===== src/rtl/mod_counter_pkg.sv =====
// Shared constants and types for the parametrised modulo counter.
package mod_counter_pkg;

  localparam logic [1:0] MODE_WRAP    = 2'b00;
  localparam logic [1:0] MODE_SAT     = 2'b01;
  localparam logic [1:0] MODE_ONESHOT = 2'b10;
  localparam logic [1:0] MODE_HOLD    = 2'b11;

  typedef enum logic {
    ST_RUN  = 1'b0,
    ST_DONE = 1'b1
  } state_t;

endpackage


===== src/rtl/mod_counter_if.sv =====
// Control/status bundle of one counter stage; the counter is the slave side.
interface mod_counter_if #(
  parameter int WIDTH = 4
);
  logic             con;
  logic             up;
  logic             load;
  logic [WIDTH-1:0] load_val;
  logic [1:0]       mode;
  logic [WIDTH-1:0] cnt;
  logic             tc;
  logic             wrap;
  logic             done;

  modport master (
    output con, up, load, load_val, mode,
    input  cnt, tc, wrap, done
  );

  modport slave (
    input  con, up, load, load_val, mode,
    output cnt, tc, wrap, done
  );
endinterface


===== src/rtl/mod_counter.sv =====
// Up/down modulo counter with load and wrap/saturate/one-shot terminal behaviour.
// tc is combinational so that stages can be chained through tc && con.
module mod_counter
  import mod_counter_pkg::*;
#(
  parameter int WIDTH   = 4,
  parameter int MODULUS = 16,
  parameter int RST_VAL = 0
) (
  input  logic          clk,
  input  logic          rst,
  mod_counter_if.slave  bus
);

  localparam logic [WIDTH-1:0] MAX_CNT = WIDTH'(MODULUS - 1);
  localparam logic [WIDTH-1:0] RST_CNT = WIDTH'(RST_VAL);

  state_t           state;
  logic [WIDTH-1:0] cnt_q;
  logic             wrap_q;
  logic             done_q;
  logic             at_tc;
  logic [WIDTH-1:0] load_clamped;

  assign at_tc        = (bus.up && (cnt_q == MAX_CNT)) || (!bus.up && (cnt_q == '0));
  assign load_clamped = (bus.load_val > MAX_CNT) ? MAX_CNT : bus.load_val;

  assign bus.cnt  = cnt_q;
  assign bus.tc   = at_tc;
  assign bus.wrap = wrap_q;
  assign bus.done = done_q;

  always_ff @(posedge clk) begin
    if (rst) begin
      cnt_q  <= RST_CNT;
      wrap_q <= 1'b0;
      done_q <= 1'b0;
      state  <= ST_RUN;
    end else begin
      wrap_q <= 1'b0;
      if (bus.load) begin
        cnt_q  <= load_clamped;
        done_q <= 1'b0;
        state  <= ST_RUN;
      end else begin
        case (state)
          ST_RUN: begin
            if (bus.con && (bus.mode != MODE_HOLD)) begin
              if (!at_tc) begin
                cnt_q <= bus.up ? cnt_q + 1'b1 : cnt_q - 1'b1;
              end else begin
                case (bus.mode)
                  MODE_WRAP: begin
                    cnt_q  <= bus.up ? '0 : MAX_CNT;
                    wrap_q <= 1'b1;
                  end
                  MODE_ONESHOT: begin
                    done_q <= 1'b1;
                    state  <= ST_DONE;
                  end
                  default: ;
                endcase
              end
            end
          end
          ST_DONE: begin
            // Any mode other than one-shot releases the counter; cnt is kept.
            if (bus.mode != MODE_ONESHOT) begin
              done_q <= 1'b0;
              state  <= ST_RUN;
            end
          end
          default: state <= ST_RUN;
        endcase
      end
    end
  end

endmodule


===== src/flat_wrapper.sv =====
// flat-port wrapper written by rule: the top's interface ports become plain ports
module mod_counter_flat import mod_counter_pkg::*;
#(
  parameter int WIDTH   = 4,
  parameter int MODULUS = 16,
  parameter int RST_VAL = 0
)
  (clk, rst, bus_con, bus_up, bus_load, bus_load_val, bus_mode, bus_cnt, bus_tc, bus_wrap, bus_done);
  mod_counter_if #(.WIDTH(WIDTH)) bus_i ();
  input  logic clk;
  input  logic rst;
  input wire logic [$bits(bus_i.con)-1:0] bus_con;
  input wire logic [$bits(bus_i.up)-1:0] bus_up;
  input wire logic [$bits(bus_i.load)-1:0] bus_load;
  input wire logic [$bits(bus_i.load_val)-1:0] bus_load_val;
  input wire logic [$bits(bus_i.mode)-1:0] bus_mode;
  output wire logic [$bits(bus_i.cnt)-1:0] bus_cnt;
  output wire logic [$bits(bus_i.tc)-1:0] bus_tc;
  output wire logic [$bits(bus_i.wrap)-1:0] bus_wrap;
  output wire logic [$bits(bus_i.done)-1:0] bus_done;
  assign bus_i.con = bus_con;
  assign bus_i.up = bus_up;
  assign bus_i.load = bus_load;
  assign bus_i.load_val = bus_load_val;
  assign bus_i.mode = bus_mode;
  assign bus_cnt = bus_i.cnt;
  assign bus_tc = bus_i.tc;
  assign bus_wrap = bus_i.wrap;
  assign bus_done = bus_i.done;
  mod_counter #(.WIDTH(WIDTH), .MODULUS(MODULUS), .RST_VAL(RST_VAL)) u_core (.clk(clk), .rst(rst), .bus(bus_i));
endmodule

===== config.mk =====
export PLATFORM = sky130hd
export DESIGN_NAME = mod_counter_flat
export DESIGN_NICKNAME = d
export VERILOG_FILES = /design/src/rtl/mod_counter_pkg.sv /design/src/rtl/mod_counter_if.sv /design/src/rtl/mod_counter.sv /design/src/flat_wrapper.sv
export SDC_FILE = /design/constraint.sdc
export NUM_CORES = 1
export LEC_CHECK = 0
export ABC_CLOCK_PERIOD_IN_PS = 2600
export CAP_MARGIN = 20
export CORE_AREA = 2 2 39 41
export DETAILED_ROUTE_END_ITERATION = 10
export DIE_AREA = 0 0 41 43
export GPL_TIMING_DRIVEN = 0
export PLACE_DENSITY = 0.7
export SLEW_MARGIN = 5
export SYNTH_ARGS = -nofsm -noshare
export SYNTH_HDL_FRONTEND = slang
export SYNTH_SLANG_ARGS = --single-unit

===== constraint.sdc =====
create_clock -name clk -period 2.6 [get_ports clk]
set_clock_uncertainty 0.1 [all_clocks]
set_input_delay 0.65 -clock clk [delete_from_list [all_inputs] [get_ports clk]]
set_output_delay 0.65 -clock clk [all_outputs]
set_load 0.02 [all_outputs]

## Yosys cells after proc, flatten, opt, wreduce, memory -nomap -nowiden

Cells that the tools add are included.

- $add $sub $neg: 2
- Multiply operators: 0
- Div/mod/pow operators: 0
- Order comparisons: 1
- Eq/ne operators: 10
- Shift operators: 0
- Muxes and demuxes: 19
- Bitwise operators: 3
- Reductions and logical operators: 12

Operators with widths:

| operator | count |
|---|---|
| 2-to-1 mux 4 bit | 8 |
| != test 2 bit (second input constant) | 6 |
| 2-to-1 mux 1 bit | 9 |
| OR reduction 5 bit | 1 |
| adder 4 x 1 -> 4 bit (second input constant) | 1 |
| == test 4 bit (second input constant) | 1 |
| > comparator 4 bit (second input constant) | 1 |
| logical NOT 4 bit | 1 |
| one-hot mux 1 bit (2 select lines) | 2 |
| AND reduction 4 bit | 1 |
| subtractor 4 x 1 -> 4 bit (second input constant) | 1 |
| logical AND 1 bit | 3 |
| != test 3 x 2 -> 1 bit (second input constant) | 1 |
| NOT 1 bit | 3 |
| AND reduction 3 bit | 1 |
| == test 2 bit (second input constant) | 1 |
| logical NOT 2 bit | 1 |
| != test 2 x 1 -> 1 bit (second input constant) | 1 |
| nonzero test 2 bit | 1 |
| OR reduction 2 bit | 1 |
| logical NOT 1 bit | 1 |
| logical OR 1 bit | 1 |

- Bits in registers: 7
- Bits in latches: 0
- Bits in writable memories: 0
- Memory bits (read-only): 0
- Input port bits: 11
- Output and inout port bits: 7
- Logic and storage cells: 51
- Memories: 0

## Logic depth before layout (Yosys ltp)

- Word-level depth: 7
- Gate-level depth with buffers: 6
- Depth with buffers taken out: 6

## Least setup slack after synthesis

No wires, ideal clock.

- Kind: input port to output port
- Start point: in bus_up
- End point: out bus_tc
- Data arrival time: 1471 ps
- Required time: 1850 ps
- Path slack: 379 ps
- Stages on the path: 3
- Buffers on the path: 0
- Path through: or4_4 > mux2_4 > clkinv_4

- Cells in the longest elaborated chain, start to end: 3
- Elaborated cells between the ends (all ways): 4
- Those cells by class: reduce/logical: 4

RTL lines:

| item | line | source |
|---|---|---|
| from (decl) | flat_wrapper.sv:13 | `input wire logic [$bits(bus_i.up)-1:0] bus_up;` |
| logical NOT 1 bit | mod_counter.sv:25 | `assign at_tc = (bus.up && (cnt_q == MAX_CNT)) \|\| (!bus.up && (cnt_q == '0));` |
| logical AND 1 bit | mod_counter.sv:25 |  |
| logical OR 1 bit * | mod_counter.sv:25 |  |
| to (decl) | flat_wrapper.sv:18 | `output wire logic [$bits(bus_i.tc)-1:0] bus_tc;` |

Every way passes the cells marked *; elsewhere a longest branch is shown, timed or not.

## Worst setup path in the final report

Ends and elaborated chain as after synthesis.

==> results <==
## cell usage after synthesis
cell type / n / share of area
xor2_1: 2 / 0.034
inv_1: 2 / 0.015
a2111oi_2: 2 / 0.058
and2_1: 1 / 0.012
nor4_1: 1 / 0.012
o41ai_1: 2 / 0.034
o2111ai_1: 2 / 0.034
a21oi_1: 6 / 0.058
a32oi_1: 1 / 0.017
fa_1: 1 / 0.039
nor2b_1: 7 / 0.085
a31oi_1: 1 / 0.012
nand4_1: 1 / 0.012
a211oi_1: 2 / 0.029
nor3_1: 1 / 0.0097
nand2_1: 3 / 0.022
o21ai_2: 1 / 0.017
nor2_1: 2 / 0.015
mux2_4: 1 / 0.029
and4_1: 1 / 0.017
clkbuf_1: 1 / 0.0073
or4_4: 1 / 0.022
a21o_1: 2 / 0.029
clkinv_4: 1 / 0.017
nand3_1: 2 / 0.019
ha_1: 2 / 0.048
o21bai_1: 1 / 0.015
nand2b_1: 1 / 0.012
dfxtp_1: 7 / 0.27
## worst max-delay path: stages
cell      delay (ns)
clkbuf_2        0.11
or4_4           0.42
mux2_4          0.31
clkinv_4        0.08
buf_6           0.11
## flip-flops by register name, indices dropped and copies added (netlist names)
| signal | flops |
|---|---|
| u_core.bus.cnt | 4 |
| u_core.bus.wrap | 1 |
| u_core.state | 1 |
| u_core.bus.done | 1 |
## power by group through the flow
| stage | Combinational, mW | Clock, mW | Sequential, mW |
|---|---|---|---|
| after floorplan | 0.0696 | 0 | 0.138 |
| after global placement | 0.126 | 0 | 0.131 |
| after detailed placement | 0.127 | 0 | 0.131 |
| after CTS | 0.131 | 0.103 | 0.129 |
| after global routing | 0.144 | 0.111 | 0.131 |
| final | 0.131 | 0.0994 | 0.129 |
## kinds of logic (layout without fill, tap and decap cells)
| logic type | after synthesis | in the layout |
|---|---|---|
| xor gates and xnor gates | 2 | 2 |
| muxes | 1 | 1 |
| buffers and inverters | 4 | 26 |
| adders and majority gates | 3 | 3 |
| DFF | 7 | 7 |
| and+or+nand+nor | 21 | 21 |
| AOI/OAI and AO/OA | 20 | 20 |
## repair_timing
action | CTS | global route
setup endpoints to repair | 1 | 1
setup buffers | 1 | 0
pin swaps | 0 | 0
gates resized for setup | 7 | 2
## cell type report
type	instances	share of cell area
timing repair buffer	18	0.236
sequential	7	0.190
inverter	3	0.0221
tap	16	0.0272
buffer	1	0.00509
multi-input combinational	47	0.484
clock buffer	4	0.0357
## metrics by stage
| step | std cells | setup TNS (ns) | util | hold WS, ns |
|---|---|---|---|---|
| 2_1_floorplan | 58 | 0 | - | 0.397 |
| 3_3_place_gp | 91 | -0.723 | 0.511 | 0.415 |
| 3_5_place_dp | 91 | -0.721 | 0.511 | 0.421 |
| 4_1_cts | 96 | 0 | 0.535 | 0.435 |
| 5_1_grt | 96 | 0 | 0.533 | 0.468 |
| 6_report | 96 | 0 | 0.533 | 0.439 |
## worst paths after layout
check,from,endpoint,slack [ns]
max,bus_up,bus_tc,0.17
max reg2reg,u_core.bus.cnt[1]$_SDFFE_PP0P_,u_core.bus.cnt[0]$_SDFFE_PP0P_,0.66
min reg2reg,u_core.state$_SDFF_PP0_,u_core.state$_SDFF_PP0_,0.44
min,u_core.state$_SDFF_PP0_,u_core.state$_SDFF_PP0_,0.44
## metal layers
metal,up-vias,wire (um),track usage
li1,266,-,-
met2,13,539,0.238
met4,0,7,0.0800
met5,-,0,0
met1,239,593,0.208
met3,2,51,0.0471
## cell usage in the layout, fill, tap and decap left out, types with 2 or more instances in the layout
master	netlist	final
nand2_1	3	3
ha_1	2	2
clkdlybuf4s50_1	0	15
nor2_1	2	2
a21oi_1	6	6
o2111ai_1	2	2
clkbuf_1	1	2
a21o_1	2	2
nor2b_1	7	7
inv_1	2	2
nand3_1	2	2
dfxtp_1	7	7
xor2_1	2	2
clkbuf_4	0	3
o41ai_1	2	2
a211oi_1	2	2
a2111oi_2	2	2
==> results.yml <==
outcome:
  status: "complete, no violations"
final_layout:
  syn2layout_area_growth_pct: 42.6
  final_cell_area_um2: 737
  nets: 95
  n_antenna_cell: 0
  drive_above_1_share: 0.150
  multi_input_area_um2: 357
  n_fill_cell: 143
  seqCellArea_um2: 140
global_route:
  antenna_found_initial: 0
  grt_pass1_wl_um: 1970
  grt_pass1_vias: 489
  grt-ovfl-total: 0
  track_usage: 0.162
  grt_start_max_net_pins: 11
timing:
  finalMaxSlewViolations: 0
  hold_viol: 0
  fmaxAchievable_ghz: 0.411
  maxSlewHeadroom: 0.743
  period_needed_ns: 2.43
  fin_crit_sh: 0.936
  rsz0062_at_grt: "no"
  setup_viol: 0
  finalWorstSetupSlack_ns: 0.166
  worst_pin_slew_ns: 0.386
worst_setup_path:
  critPathMaxFanout: 7
  worstSetupEndpointType: "output port"
  critical_path_arrival_ns: 1.68
  cp.required_ns: 1.85
  path_class: "input pin to output port"
  worstSetupStartpointType: "input pin"
  r2r_cells: 5
flow_run:
  maxCapViolCount: 0
floorplanning:
  rows: 14
  core_area_mm2: 0.00138
  die_area_mm2: 0.00176
  die_w_um: 41
  die_h_um: 43
  initial_utilization: 0.373
  io_pins: 18
logic_synthesis:
  synthSimpleGateAreaFrac: 0.237
  syn_nets: 72
  muxShareOfSynthArea: 0.0291
  synth_top_family_by_area: "compound AO/OA/AOI/OAI gates"
  synth_cells: 58
  synth_compound_area_frac: 0.303
  ys_ff_latch: 7
  synth_area_per_cell_um2: 8.91
  synthAdderAreaFrac: 0.0872
  yosys.cell_types.count: 29
  synth_area_um2: 517
  yosysSeqAreaShare: 0.271
  synthXorXnorAreaFrac: 0.0339
  ys.warnings.count: 0
place:
  portBuffers: 17
  place_congestion: 0.751
  dp_hpwl_um: 880
  dp_slack_ns: -0.721
  place_area_um2: 707
pwr:
  p_sw_uw: 119
  irDropWorstVdd_mv: 0.217
  p_seq_frac: 0.359
  p_sw_frac: 0.331
  power.density_mw_per_mm2: 487
  p_int_uw: 240
  power.total_uw: 359
  clkPwrFrac: 0.277
  power_frac_comb: 0.364
  p_leak_nw: 0.281
cts:
  cts_tree: "yes"
  root_buffer: "clkbuf_4"
  ctsLongestPathBuffers: 2
  clk_pin_slew_ns: 0.06
  cts_hold_buf: 0
  cts.sinks: 7
  cts_buffers: 3
  insertion_delay_ns: 0.25
  h-tree-depth: 1
route:
  first_pass_iters: 4
  drt-total-wl_um: 1190
  drt_iter0_markers: 8
  route.vias.total: 520
  wl_per_cell_um: 12.4
  viasPerCell: 5.42
  ant_nets: 0
  drc: 0
worst_hold_path:
  holdPathStages: 2
  hp-class: "flip-flop to flip-flop"
(Power assumes the default switching activity.)
